<file path="src/rtl/vga_pkg.sv">
// Shared video-memory definitions: frame size, pixel width, {x,y} address packing, arbiter states.
package vga_pkg;

  localparam int H_PIX_DEF = 640;
  localparam int V_PIX_DEF = 480;
  localparam int PIX_W     = 12;
  localparam int XW        = 10;
  localparam int YW        = 9;
  localparam int AW        = XW + YW;

  typedef logic [AW-1:0] vaddr_t;

  typedef enum logic [0:0] {
    IDLE  = 1'b0,
    CLEAR = 1'b1
  } arb_state_t;

  function automatic vaddr_t pack_xy(input logic [XW-1:0] x, input logic [YW-1:0] y);
    return {x, y};
  endfunction

endpackage

</file>
<file path="src/rtl/sync_fifo.sv">
// Generic single-clock FIFO; the head is presented combinationally, so a pop takes effect the same cycle.
// Pushes while full and pops while empty are ignored; count, full and empty come from registered state.
module sync_fifo #(
  parameter  int DEPTH = 4,
  parameter  int WIDTH = 8,
  localparam int PW    = $clog2(DEPTH),
  localparam int CW    = $clog2(DEPTH) + 1
) (
  input  logic             clk,
  input  logic             rst,
  input  logic             i_push,
  input  logic [WIDTH-1:0] i_push_dat,
  input  logic             i_pop,
  output logic [WIDTH-1:0] o_pop_dat,
  output logic [CW-1:0]    o_count,
  output logic             o_full,
  output logic             o_empty
);

  logic [WIDTH-1:0] r_mem [DEPTH];
  logic [PW-1:0]    r_wr_ptr;
  logic [PW-1:0]    r_rd_ptr;
  logic [CW-1:0]    r_count;
  logic             w_push;
  logic             w_pop;

  assign o_full    = (r_count == CW'(DEPTH));
  assign o_empty   = (r_count == '0);
  assign o_count   = r_count;
  assign o_pop_dat = r_mem[r_rd_ptr];

  assign w_push = i_push && !o_full;
  assign w_pop  = i_pop && !o_empty;

  always_ff @(posedge clk) begin
    if (w_push) begin
      r_mem[r_wr_ptr] <= i_push_dat;
    end
  end

  // Pointers wrap naturally because DEPTH is a power of two.
  always_ff @(posedge clk or posedge rst) begin
    if (rst) begin
      r_wr_ptr <= '0;
      r_rd_ptr <= '0;
      r_count  <= '0;
    end else begin
      if (w_push) begin
        r_wr_ptr <= r_wr_ptr + PW'(1);
      end
      if (w_pop) begin
        r_rd_ptr <= r_rd_ptr + PW'(1);
      end
      if (w_push && !w_pop) begin
        r_count <= r_count + CW'(1);
      end else if (w_pop && !w_push) begin
        r_count <= r_count - CW'(1);
      end
    end
  end

endmodule

</file>
<file path="src/rtl/vga_vram_arbiter.sv">
// Video memory arbiter: display reads own active video; blanking slots go to the clear engine, then host FIFO.
// Port mux is combinational (zero added latency); host is stalled only by a full FIFO.
module vga_vram_arbiter
  import vga_pkg::*;
#(
  parameter int FIFO_DEPTH = 4,
  parameter int H_PIX      = H_PIX_DEF,
  parameter int V_PIX      = V_PIX_DEF,
  parameter int DW         = PIX_W
) (
  input  logic          clk,
  input  logic          rst,
  input  logic          disp_active,
  input  logic [AW-1:0] disp_addr,
  output logic [DW-1:0] disp_data,
  input  logic          host_valid,
  output logic          host_ready,
  input  logic [AW-1:0] host_addr,
  input  logic [DW-1:0] host_data,
  input  logic          clr_start,
  input  logic [DW-1:0] clr_color,
  output logic          clr_busy,
  output logic [AW-1:0] mem_addr,
  output logic [DW-1:0] mem_wdata,
  output logic          mem_we,
  input  logic [DW-1:0] mem_rdata
);

  localparam int FW = AW + DW;
  localparam int CW = $clog2(FIFO_DEPTH) + 1;
  localparam logic [XW-1:0] X_LAST = XW'(H_PIX - 1);
  localparam logic [YW-1:0] Y_LAST = YW'(V_PIX - 1);

  arb_state_t    r_state;
  logic [XW-1:0] r_x;
  logic [YW-1:0] r_y;
  logic [DW-1:0] r_color;

  logic          w_slot;
  logic          w_clr_wr;
  logic          w_fifo_wr;
  logic          w_push;
  logic          w_full;
  logic          w_empty;
  logic [CW-1:0] w_count;
  logic [FW-1:0] w_head;

  assign w_slot     = !disp_active;
  assign w_clr_wr   = w_slot && (r_state == CLEAR);
  // The FIFO is held while clearing so queued host pixels land on top of the fill.
  assign w_fifo_wr  = w_slot && (r_state == IDLE) && !w_empty;
  assign host_ready = (w_count < CW'(FIFO_DEPTH));
  assign w_push     = host_valid && !w_full;
  assign clr_busy   = (r_state == CLEAR);
  assign disp_data  = mem_rdata;

  sync_fifo #(
    .DEPTH (FIFO_DEPTH),
    .WIDTH (FW)
  ) u_host_fifo (
    .clk        (clk),
    .rst        (rst),
    .i_push     (w_push),
    .i_push_dat ({host_addr, host_data}),
    .i_pop      (w_fifo_wr),
    .o_pop_dat  (w_head),
    .o_count    (w_count),
    .o_full     (w_full),
    .o_empty    (w_empty)
  );

  always_comb begin
    mem_addr  = disp_addr;
    mem_wdata = '0;
    mem_we    = 1'b0;
    if (w_clr_wr) begin
      mem_addr  = pack_xy(r_x, r_y);
      mem_wdata = r_color;
      mem_we    = 1'b1;
    end else if (w_fifo_wr) begin
      mem_addr  = w_head[FW-1:DW];
      mem_wdata = w_head[DW-1:0];
      mem_we    = 1'b1;
    end
  end

  // Sweep is column-major: y runs fastest, x steps when y wraps.
  always_ff @(posedge clk or posedge rst) begin
    if (rst) begin
      r_state <= IDLE;
      r_x     <= '0;
      r_y     <= '0;
      r_color <= '0;
    end else begin
      case (r_state)
        IDLE: begin
          if (clr_start) begin
            r_state <= CLEAR;
            r_x     <= '0;
            r_y     <= '0;
            r_color <= clr_color;
          end
        end
        CLEAR: begin
          if (w_clr_wr) begin
            if (r_y == Y_LAST) begin
              r_y <= '0;
              if (r_x == X_LAST) begin
                r_x     <= '0;
                r_state <= IDLE;
              end else begin
                r_x <= r_x + XW'(1);
              end
            end else begin
              r_y <= r_y + YW'(1);
            end
          end
        end
        default: r_state <= IDLE;
      endcase
    end
  end

endmodule

</file>
<file path="config.mk">
export PLATFORM = sky130hd
export DESIGN_NAME = vga_vram_arbiter
export DESIGN_NICKNAME = d
export VERILOG_FILES = /design/src/rtl/vga_pkg.sv /design/src/rtl/sync_fifo.sv /design/src/rtl/vga_vram_arbiter.sv
export SDC_FILE = /design/constraint.sdc
export NUM_CORES = 1
export LEC_CHECK = 0
export CELL_PAD_IN_SITES_DETAIL_PLACEMENT = 1
export CELL_PAD_IN_SITES_GLOBAL_PLACEMENT = 2
export CORE_ASPECT_RATIO = 1.2
export CORE_MARGIN = 5
export CORE_UTILIZATION = 38
export DETAILED_ROUTE_END_ITERATION = 10
export GPL_TIMING_DRIVEN = 0
export PLACE_DENSITY_LB_ADDON = 0.1
export SLEW_MARGIN = 10
export SYNTH_ARGS = -nofsm -noshare
export SYNTH_HDL_FRONTEND = slang
export SYNTH_HIERARCHICAL = 1
export SYNTH_SLANG_ARGS = --single-unit
</file>
<file path="constraint.sdc">
create_clock -name clk -period 3.15 [get_ports clk]
set_input_delay 0.63 -clock clk [delete_from_list [all_inputs] [get_ports clk]]
set_output_delay 0.63 -clock clk [all_outputs]
set_load 0.005 [all_outputs]
</file>
### Word level (Yosys, flattened, before mapping)

Memory sizes are Yosys's and may differ from the RTL's.
Index checks and enable logic that the tools add are counted.

* register bits: 39
* bits in writable memories: 124
* input port bits: 79
* output and inout port bits: 46
* memories kept: 1

Memory list
* u_host_fifo.r_mem: words 4, bits a word 31, read ports 1, clocked after memory_dff 0, write ports 1, line sync_fifo.sv:20 `logic [WIDTH-1:0] r_mem [DEPTH];`

* add/subtract/negate cells: 6
* magnitude comparators: 1
* eq/ne operators: 6
* mux-type cells: 24
* bitwise logic cells: 1
* reduce and logical (&&, ||, !) cells: 18

Operators with widths (number)
* 10-bit 2-to-1 mux: 4
* 19-bit 2-to-1 mux: 2
* 9-bit 2-to-1 mux: 3
* 12-bit 2-to-1 mux: 2
* 10-bit one-hot mux with 2 select lines: 1
* 9-bit one-hot mux with 2 select lines: 1
* 10-bit by 1-bit adder with 10-bit output (second input constant): 1
* 10-bit equality test (second input constant): 1
* 9-bit by 1-bit adder with 9-bit output (second input constant): 1
* 9-bit equality test (second input constant): 1
* 1-bit logical AND: 8
* 1-bit 2-to-1 mux: 8
* 3-bit 2-to-1 mux: 2
* 1-bit zero test: 5
* 2-bit by 1-bit adder with 2-bit output (second input constant): 2
* 2-bit by 1-bit inequality test with 1-bit output (second input constant): 2
* 2-bit AND reduction: 2
* 3-bit by 1-bit adder with 3-bit output (second input constant): 1
* 3-bit equality test (second input constant): 1
* 3-bit zero test: 1
* 3-bit < comparator (second input constant): 1
* 3-bit AND reduction: 1
* 3-bit by 1-bit subtractor with 3-bit output (second input constant): 1
* 2-bit inequality test (second input constant): 1
* 3 further kinds: 3

### Logic depth before layout (Yosys ltp)

Gate-level depths: netlist (run 1).

* word-level depth: 8
* gate-level depth with buffers: 10
* depth with buffers taken out: 9

### Modules after synthesis

Netlist (run 1), hierarchy kept.

By module, submodules not included
* sync_fifo: times used 1, cells an instance 198, area each 4962.3 um^2, seq. area each 3898.7 um^2
* vga_vram_arbiter: times used 1, cells an instance 249, area each 2264.7 um^2, seq. area each 800.8 um^2

### Worst setup path after synthesis (run 1)

Ideal clock, no wire load.

* kind: input port to flip-flop
* from: in disp_active
* to: reg u_host_fifo.r_count[1], in the netlist u_host_fifo/o_count[1]
* arrival: 2428 ps
* setup slack: 597 ps
* cell stages on the path: 8
* cells stage by stage: clkbuf_1 > nor3_1 > clkbuf_1 > nand2b_1 > ha_1 > inv_1 > fa_1 > mux2_2

* longest elaborated chain between the ends: 7
* elaborated cells between the ends (all ways): 9

Ends and longest elaborated chain
* start: declaration: line vga_vram_arbiter.sv:13 `input logic disp_active,`
* 1-bit zero test *: line vga_vram_arbiter.sv:48 `assign w_slot = !disp_active;`
* 1-bit logical AND * (2 in a row): line vga_vram_arbiter.sv:51 `assign w_fifo_wr = w_slot && (r_state == IDLE) && !w_empty;`
* named net w_fifo_wr: line vga_vram_arbiter.sv:41 `logic w_fifo_wr;`
* 1-bit logical AND *: line sync_fifo.sv:33 `assign w_pop = i_pop && !o_empty;`
* 1-bit zero test: line sync_fifo.sv:54 `if (w_push && !w_pop) begin`
* 1-bit logical AND: line sync_fifo.sv:54
* 3-bit 2-to-1 mux or 2-bit nonzero test (tied branches)
* end signal: assignment: line sync_fifo.sv:55 `r_count <= r_count + CW'(1);`
* end signal: assignment: line sync_fifo.sv:57 `r_count <= r_count - CW'(1);`
* end: declaration: line sync_fifo.sv:23 `logic [CW-1:0] r_count;`

The timed path passes the listed nets; every way through them passes the cells marked *.
A chain may end at the register's enable or synchronous reset.

### Worst setup path in the final report (run 1)

* from: reg r_state, in the netlist clr_busy
* to: out mem_addr[14]

* longest elaborated chain between the ends: 5
* elaborated cells between the ends (all ways): 6

Ends and longest elaborated chain
* start: declaration: line vga_vram_arbiter.sv:34 `arb_state_t r_state;`
* start signal: assignment: line vga_vram_arbiter.sv:90 `r_state <= IDLE;`
* start signal: assignment: line vga_vram_arbiter.sv:98 `r_state <= CLEAR;`
* start signal: assignment: line vga_vram_arbiter.sv:110 `r_state <= IDLE;`
* 1-bit inverter
* 1-bit logical AND (2 in a row): line vga_vram_arbiter.sv:51
* 19-bit 2-to-1 mux: line vga_vram_arbiter.sv:80 `end else if (w_fifo_wr) begin`
* 19-bit 2-to-1 mux *: line vga_vram_arbiter.sv:76 `if (w_clr_wr) begin`
* end: declaration: line vga_vram_arbiter.sv:23 `output logic [AW-1:0] mem_addr,`

Every way passes the cells marked *; elsewhere a longest branch is shown, timed or not.

==> key figures, run 1 <==
Yosys
  – Fraction of registers with async set/reset: roughly a quarter
  – Seq/Total Area, Yosys: 65.0%
  – Most area-consuming cells after synthesis: edfxtp_1, dfrtp_1, mux4_2
  – Synth cell types: slightly below 50
  – Top cells by count, synth: edfxtp_1, dfrtp_1, a22oi_1
  – Syn. warnings: 6
  – Ys flop type: edfxtp_1
  – EDFF count, synth: 124
  – Syn nets: about 530
  – Synth top area share: between 50% and 60%
  – Cell area after synthesis: about 7200 µm²
  – Avg Inst Size Synth: 16.2 µm²
  – Count leader, synth: edfxtp_1
  – Synth area leader: edfxtp_1
  – Number of synthesized register bits: 163
  – Mapped Cells: roughly 450

Placed design
  – GPL Wtd Cong: between 0.8 and 0.9
  – Inst Count DP: between 800 and 900
  – Port Buffers: approximately 110
  – Dpl hpwl: approximately 13,000 µm

Power and ir drop
  – Tot Pwr: 6.61 mW
  – VDD IR max: 0.501 mV
  – PD cells: between 700 and 800 nW/µm²
  – Static Leak: ~3.3 nW

Critical path
  – Critical path type: flop to output port
  – R2r endpoint: u_host_fifo/o_count[1]
  – Levels on crit path: 7
  – Path depth of the worst reg2reg path: 9
  – Most used cell, CP: clkbuf_4
  – WP data arrival: between 2000 and 2500 ps
  – Crit. End Element: output port
  – Worst path slowest cell: clkdlybuf4s50_1
  – Worst flop-to-flop path startpoint: u_host_fifo/o_count[2]
  – Critical Path RT: around 2500 ps
  – Critical Path End: mem_addr[14]
  – Worst path bufs/invs: 4
  – Crit Path Max Fanout: 10
  – Critical path startpoint category: flop
  – Largest stage delay, worst path: about 560 ps
  – Critical Path Start: clr_busy
  – Crit-path leading delay family: buffers and inverters
  – Critical-path cell list: clkbuf_4 -> nor2b_1 -> buf_4 -> clkbuf_4 -> a22oi_1 -> o21ai_0 -> clkdlybuf4s50_1
  – Flop2flop setup slack: approximately 660 ps

Floorplan
  – Initial Util: roughly two fifths
  – DIE AREA: approximately 22,000 µm²
  – Die Ht: about 160 µm
  – Die Width: around 140 µm
  – I/O pin count: approximately 130
  – Core Area: 18,800 µm²
  – Std-Cell Rows: 55

Layout
  – Final std cells w/o fill: about 860
  – Share of cells above drive strength 1: between 20 and 25%
  – Nets: about 670
  – Layout Utilization: 50.0%
  – Area growth syn-to-layout: 29.9%
  – Antenna cell count: 0
  – Fillers: around 1,800

Timing
  – Hold Fails Final Rpt: 0
  – Slew Viols, Final: 0
  – RSZ-0062 raised after global routing: no
  – Min Hold Slack: just over 500 ps
  – Setup violators final: 0
  – Fmax: between 0.3 and 0.4 GHz
  – Period utilization: between 90 and 100%
  – Sum Neg Setup Slack: 0 ps
  – Slew @ Worst Pin: between 900 and 1000 ps
  – Clock Skews: ~8.9 ps
  – Min Tclk post-route: 3020 ps
  – Slew HR: 37.3%

Route
  – ANT nets after route: 0
  – Routed WL: roughly 19,000 µm
  – Starting DRC count in detailed routing: approximately 240
  – Routed vias: 4,540
  – Routed len/inst: approximately 22 µm
  – DR pass1 iterations: 6
  – # DRC: 0
  – Vias per cell: between 5 and 6

CTS
  – Clk_lat worst skew: roughly 420 ps
  – CTS tree: done
  – Hold_buf cts: 0
  – CTS Sinks: between 150 and 200
  – Clk buf depth: 2
  – Root Driver: clkbuf_16
  – Clock buffer count from CTS: 17
  – Htree depth: 4
  – CTS clock-pin slew for the worst setup and hold paths: approximately 70 ps

Global routing
  – Number of global-route vias before repair: roughly 4,900
  – Total Routing Usage GR: 17.3%
  – Largest net degree at the start of global routing: 32
  – Initial antenna violation count: 0
  – Gr ovfl total: 0
  – Global-route wire length before repair: between 20,000 and 30,000 µm

Job
  – Max_cap viols: 0

Run status
  – Outcome: finished clean

Worst hold path
  – Hold WC Path Type: primary input to asynchronous set/reset pin
==> cell usage in the layout (no fill, tap or decap), types with 6 or more instances in the layout <==
| master | instances |
|---|---|
| edfxtp_1 | 124 |
| clkdlybuf4s50_1 | 111 |
| a22oi_1 | 38 |
| dfrtp_1 | 36 |
| o21ai_0 | 34 |
| mux4_2 | 28 |
| buf_4 | 23 |
| clkbuf_16 | 17 |
| nor2_1 | 13 |
| mux2_2 | 13 |
| a22o_1 | 13 |
| clkbuf_1 | 9 |
| xor2_1 | 9 |
| inv_1 | 8 |
| nand2_1 | 8 |
| ha_1 | 7 |
| buf_2 | 6 |
| nand3_1 | 6 |
==> stage by stage <==
stage	worst slack (ps)	instance area (µm²)
floorplan	597	7230
global placement	-311	8660
detailed placement	-325	8680
CTS	-1.58	9310
global route	15.0	9390
finish	131	9390
==> how the worst min path moves through the flow <==
stage | slack (ps) | cells past startpoint | startpoint | endpoint
5_1_grt | 510 | 2 | rst | r_color[2]
6_report | 510 | 2 | rst | r_color[7]
4_1_cts | 500 | 2 | rst | r_color[6]
3_3_place_gp | 490 | 1 | r_color[9] | r_color[9]
2_1_floorplan | 430 | 1 | rst | u_host_fifo/o_count[0]
3_5_place_dp | 500 | 1 | r_color[2] | r_color[2]
==> power breakdown <==
| part | switching (mW) | internal, mW | total [mW] |
|---|---|---|---|
| clock network | 0.917 | 1.05 | 1.97 |
| registers | 0.185 | 2.79 | 2.97 |
| logic | 0.817 | 0.856 | 1.67 |
| total | 1.92 | 4.69 | 6.61 |
==> repair_timing <==
action | CTS | global route
resized for setup | 18 | 10
endpoints found under the setup margin | 34 | 29
gates cloned | 0 | 0
setup buffers | 1 | 7
pin swaps | 1 | 2
endpoints found under the hold margin | 0 | 0
==> routing by layer <==
layer  part of all wire (%)  global-route usage (%)
met1                     42                    21.5
met2                     52                    29.7
met3                    3.3                    3.64
met4                    2.1                    6.05
met5                      0                       0
==> flip-flops by register name (all words and copies together), names as in the netlist <==
signal                count
u_host_fifo/r_mem       124
r_color                  12
r_x                      10
r_y                       9
u_host_fifo/o_count       3
u_host_fifo/r_rd_ptr      2
u_host_fifo/r_wr_ptr      2
clr_busy                  1
==> cell families after synthesis <==
family / after synthesis / share of synthesized area (%)
flip-flops: 163 / 65.0
multiplexers: 45 / 12.0
adder cells (fa/ha/maj): 8 / 1.49
AND/OR/NAND/NOR: 61 / 5.18
XOR/XNOR: 14 / 1.70
AO/OA/AOI/OAI: 105 / 10.1
buffers and inverters: 51 / 4.47
==> area by class of cell <==
class / count / area (µm²) / area share, %
buffer: 42 / 325 / 3.46
clock buffer: 18 / 429 / 4.57
clock inverter: 14 / 141 / 1.51
inverter: 9 / 33.8 / 0.360
multi-input combinational: 233 / 2230 / 23.8
sequential: 163 / 4700 / 50.1
tap: 256 / 320 / 3.41
timing repair buffer: 120 / 1200 / 12.8
Note: power is estimated with default switching activity, not from simulation.
==> run 2: changes to the inputs <==
--- a/config.mk
+++ b/config.mk
@@ -9,5 +9,4 @@
 export CELL_PAD_IN_SITES_GLOBAL_PLACEMENT = 2
 export CORE_ASPECT_RATIO = 1.2
-export CORE_MARGIN = 5
 export CORE_UTILIZATION = 38
 export DETAILED_ROUTE_END_ITERATION = 10
==> constraint.sdc (replaced) <==
create_clock -name clk -period 3.15 [get_ports clk]
set_input_delay 0.63 -clock clk [delete_from_list [all_inputs] [get_ports clk]]
set_output_delay 0.63 -clock clk [all_outputs]
set_load 0.02 [all_outputs]
==> key figures, run 2 (synthesis results as in run 1) <==
Critical path
  – R2r endpoint: u_host_fifo/o_count[1]
  – Crit Path Max Fanout: 10 (unchanged)
  – Worst flop-to-flop path startpoint: u_host_fifo/o_count[0]
  – Critical path startpoint category: flop
  – Largest stage delay, worst path: 450 ps (-110 ps)
  – WP data arrival: 2260 ps (-130 ps)
  – Critical path type: flop to output port
  – Crit. End Element: output port
  – Worst path slowest cell: dfrtp_2
  – Path depth of the worst reg2reg path: 9 (unchanged)
  – Flop2flop setup slack: 630 ps (-30 ps)
  – Critical-path cell list: nor3_4 -> buf_12 -> nor2_4 -> clkbuf_4 -> a22oi_1 -> o21ai_0 -> dlygate4sd2_1
  – Critical Path RT: 2520 ps (about the same)
  – Crit-path leading delay family: buffers and inverters
  – Worst path bufs/invs: 3 (-1)

Timing
  – RSZ-0062 raised after global routing: no
  – Slack of the critical path: 258 ps (+127 ps)
  – Period utilization: 91.8% (-4.0 points)
  – Clock Skews: 11.9 ps (+3.03 ps)
  – Slew @ Worst Pin: 951 ps (+10.3 ps)
  – Slew Viols, Final: 0 (unchanged)
  – Slew HR: 36.6% (-0.69 points)
  – Fmax: 0.346 GHz (+4.4%)
  – Hold Fails Final Rpt: 0 (unchanged)
  – Min Hold Slack: 430 ps (-76.6 ps)
  – Min Tclk post-route: 2890 ps (-127 ps)
  – Setup violators final: 0 (unchanged)

Layout
  – Area growth syn-to-layout: 29.9% (about the same)
  – Layout Utilization: 51.1% (+1.1 points)
  – Fillers: 1,792 (-2.4%)
  – Largest reg by FF count: u_host_fifo/r_mem
  – Commonest non-fill, non-tap cell in the layout: edfxtp_1
  – Max FFs per register: 124 (unchanged)
  – Share of cells above drive strength 1: 20.8% (-1.9 points)
  – Most frequent cells in the layout: edfxtp_1, clkdlybuf4s50_1, a22oi_1
  – Regs by FF count: u_host_fifo/r_mem: 124 flops, r_color: 12 flops, r_x: 10 flops
  – Antenna cell count: 0 (unchanged)
  – Fin area: 9390 µm² (about the same)
  – Nets: 666 (-1.0%)

Placed design
  – GPL Wtd Cong: 0.829 (+1.8%)
  – Area after DPL: 8670 µm² (about the same)
  – Setup WS pre-CTS: -399 ps (-74.4 ps)
  – Port Buffers: 111 (unchanged)
  – Dpl hpwl: 11,900 µm (-7.7%)

Power and ir drop
  – Static Leak: 3.61 nW (+9.7%)
  – PD cells: 714 nW/µm² (+1.3%)
  – VDD IR max: 0.504 mV (+0.67%)
  – Tot Pwr: 6.70 mW (+1.3%)

Route
  – ANT nets after route: 0 (unchanged)
  – Routed len/inst: 21.0 µm (-2.9%)
  – Routed WL: 17,700 µm (-4.2%)
  – Starting DRC count in detailed routing: 225 (-5.9%)
  – Vias per cell: 5.29 (-0.41%)
  – DR pass1 iterations: 4 (-2)
  – # DRC: 0 (unchanged)
  – Routed vias: 4,463 (-1.7%)

Floorplan
  – DIE AREA: 19,600 µm² (-11%)
  – Initial Util: 39.3% (+0.86 points)
  – Core Area: 18,400 µm² (-2.2%)
  – Die Width: 128 µm (-5.9%)
  – I/O pin count: 125 (unchanged)
  – Std-Cell Rows: 54 (-1.8%)
  – Die Ht: 153 µm (-5.0%)

CTS
  – CTS tree: done
  – CTS clock-pin slew for the worst setup and hold paths: 60 ps (about the same)
  – Hold_buf cts: 0 (unchanged)
  – Htree depth: 4 (unchanged)
  – Clk buf depth: 2 (unchanged)
  – CTS Sinks: 163 (unchanged)
  – Clk_lat worst skew: 420 ps (about the same)
  – Clock buffer count from CTS: 17 (unchanged)
  – Root Driver: clkbuf_16

Job
  – Max_cap viols: 0 (unchanged)

Global routing
  – Largest net degree at the start of global routing: 32 (unchanged)
  – Initial antenna violation count: 0 (unchanged)
  – Number of global-route vias before repair: 4,844 (-1.5%)
  – Global-route wire length before repair: 27,500 µm (-3.4%)
  – Gr ovfl total: 0 (unchanged)
  – Total Routing Usage GR: 19.1% (+1.8 points)

Worst hold path
  – Hold WC Path Type: primary input to asynchronous set/reset pin

Run status
  – Outcome: finished clean
## run 2: cell types whose count changed in the layout (fill, tap and decap cells not counted), sizes merged, moves of 4 or more
cell	change
clkdlybuf4s50	-31
dlymetal6s2s	+23
dlygate4sd2	+8
inv	-8
buf	-7
clkbuf	+4
## run 2: routing by layer
layer,track usage (%),vias up,share of wire [%]
li1,-,2045,-
met1,23.0,2307,42
met2,34.0,95,53
met3,4.66,16,3.9
met4,4.65,0,0.91
met5,0,-,0
## run 2: repair_timing
item	in CTS	in global routing
resized for setup	28	26
buffers inserted	0	1
endpoints found under the setup margin	34	23
pin swaps	1	1
## run 2: worst max path at each step
stage,endpoint,slack [ps],cells after the start,startpoint
after floorplan,u_host_fifo/o_count[1],600,8,disp_active
after global placement,mem_wdata[6],-410,5,disp_active
after detailed placement,mem_wdata[6],-400,5,disp_active
after CTS,mem_addr[0],-80,5,u_host_fifo/o_count[2]
after global routing,mem_addr[4],110,7,clr_busy
final,mem_addr[16],260,7,u_host_fifo/o_count[0]
## run 2: worst reg2reg max path, cell delays in order (launching register included)
cell,delay [ps]
dfrtp_2,450
nor3_4,80
buf_12,140
nor3_4,320
buf_4,280
nand2b_1,130
ha_1,230
inv_1,70
fa_1,420
mux2_2,280
## run 2: stage by stage
stage               cells  TNS (ps)
floorplan             447         0
global placement      810     -7740
detailed placement    811     -8220
CTS                   843      -705
global route          844         0
finish                844         0
## run 2: report_power, final
part	internal (mW)	switching (mW)	leakage, nW
registers	2.79	0.200	1.62
clock network	1.26	0.802	0.279
logic	0.794	0.855	1.71
total	4.85	1.86	3.61
## run 2: cell type report
type / instances / area [µm²] / share of cell area (%)
Buffer: 42 / 319 / 3.40
Clock buffer: 22 / 454 / 4.84
Clock inverter: 10 / 135 / 1.44
Inverter: 9 / 33.8 / 0.360
Multi-Input combinational cell: 233 / 2230 / 23.8
Sequential cell: 163 / 4700 / 50.1
Tap cell: 252 / 315 / 3.36
Timing Repair Buffer: 113 / 1200 / 12.8
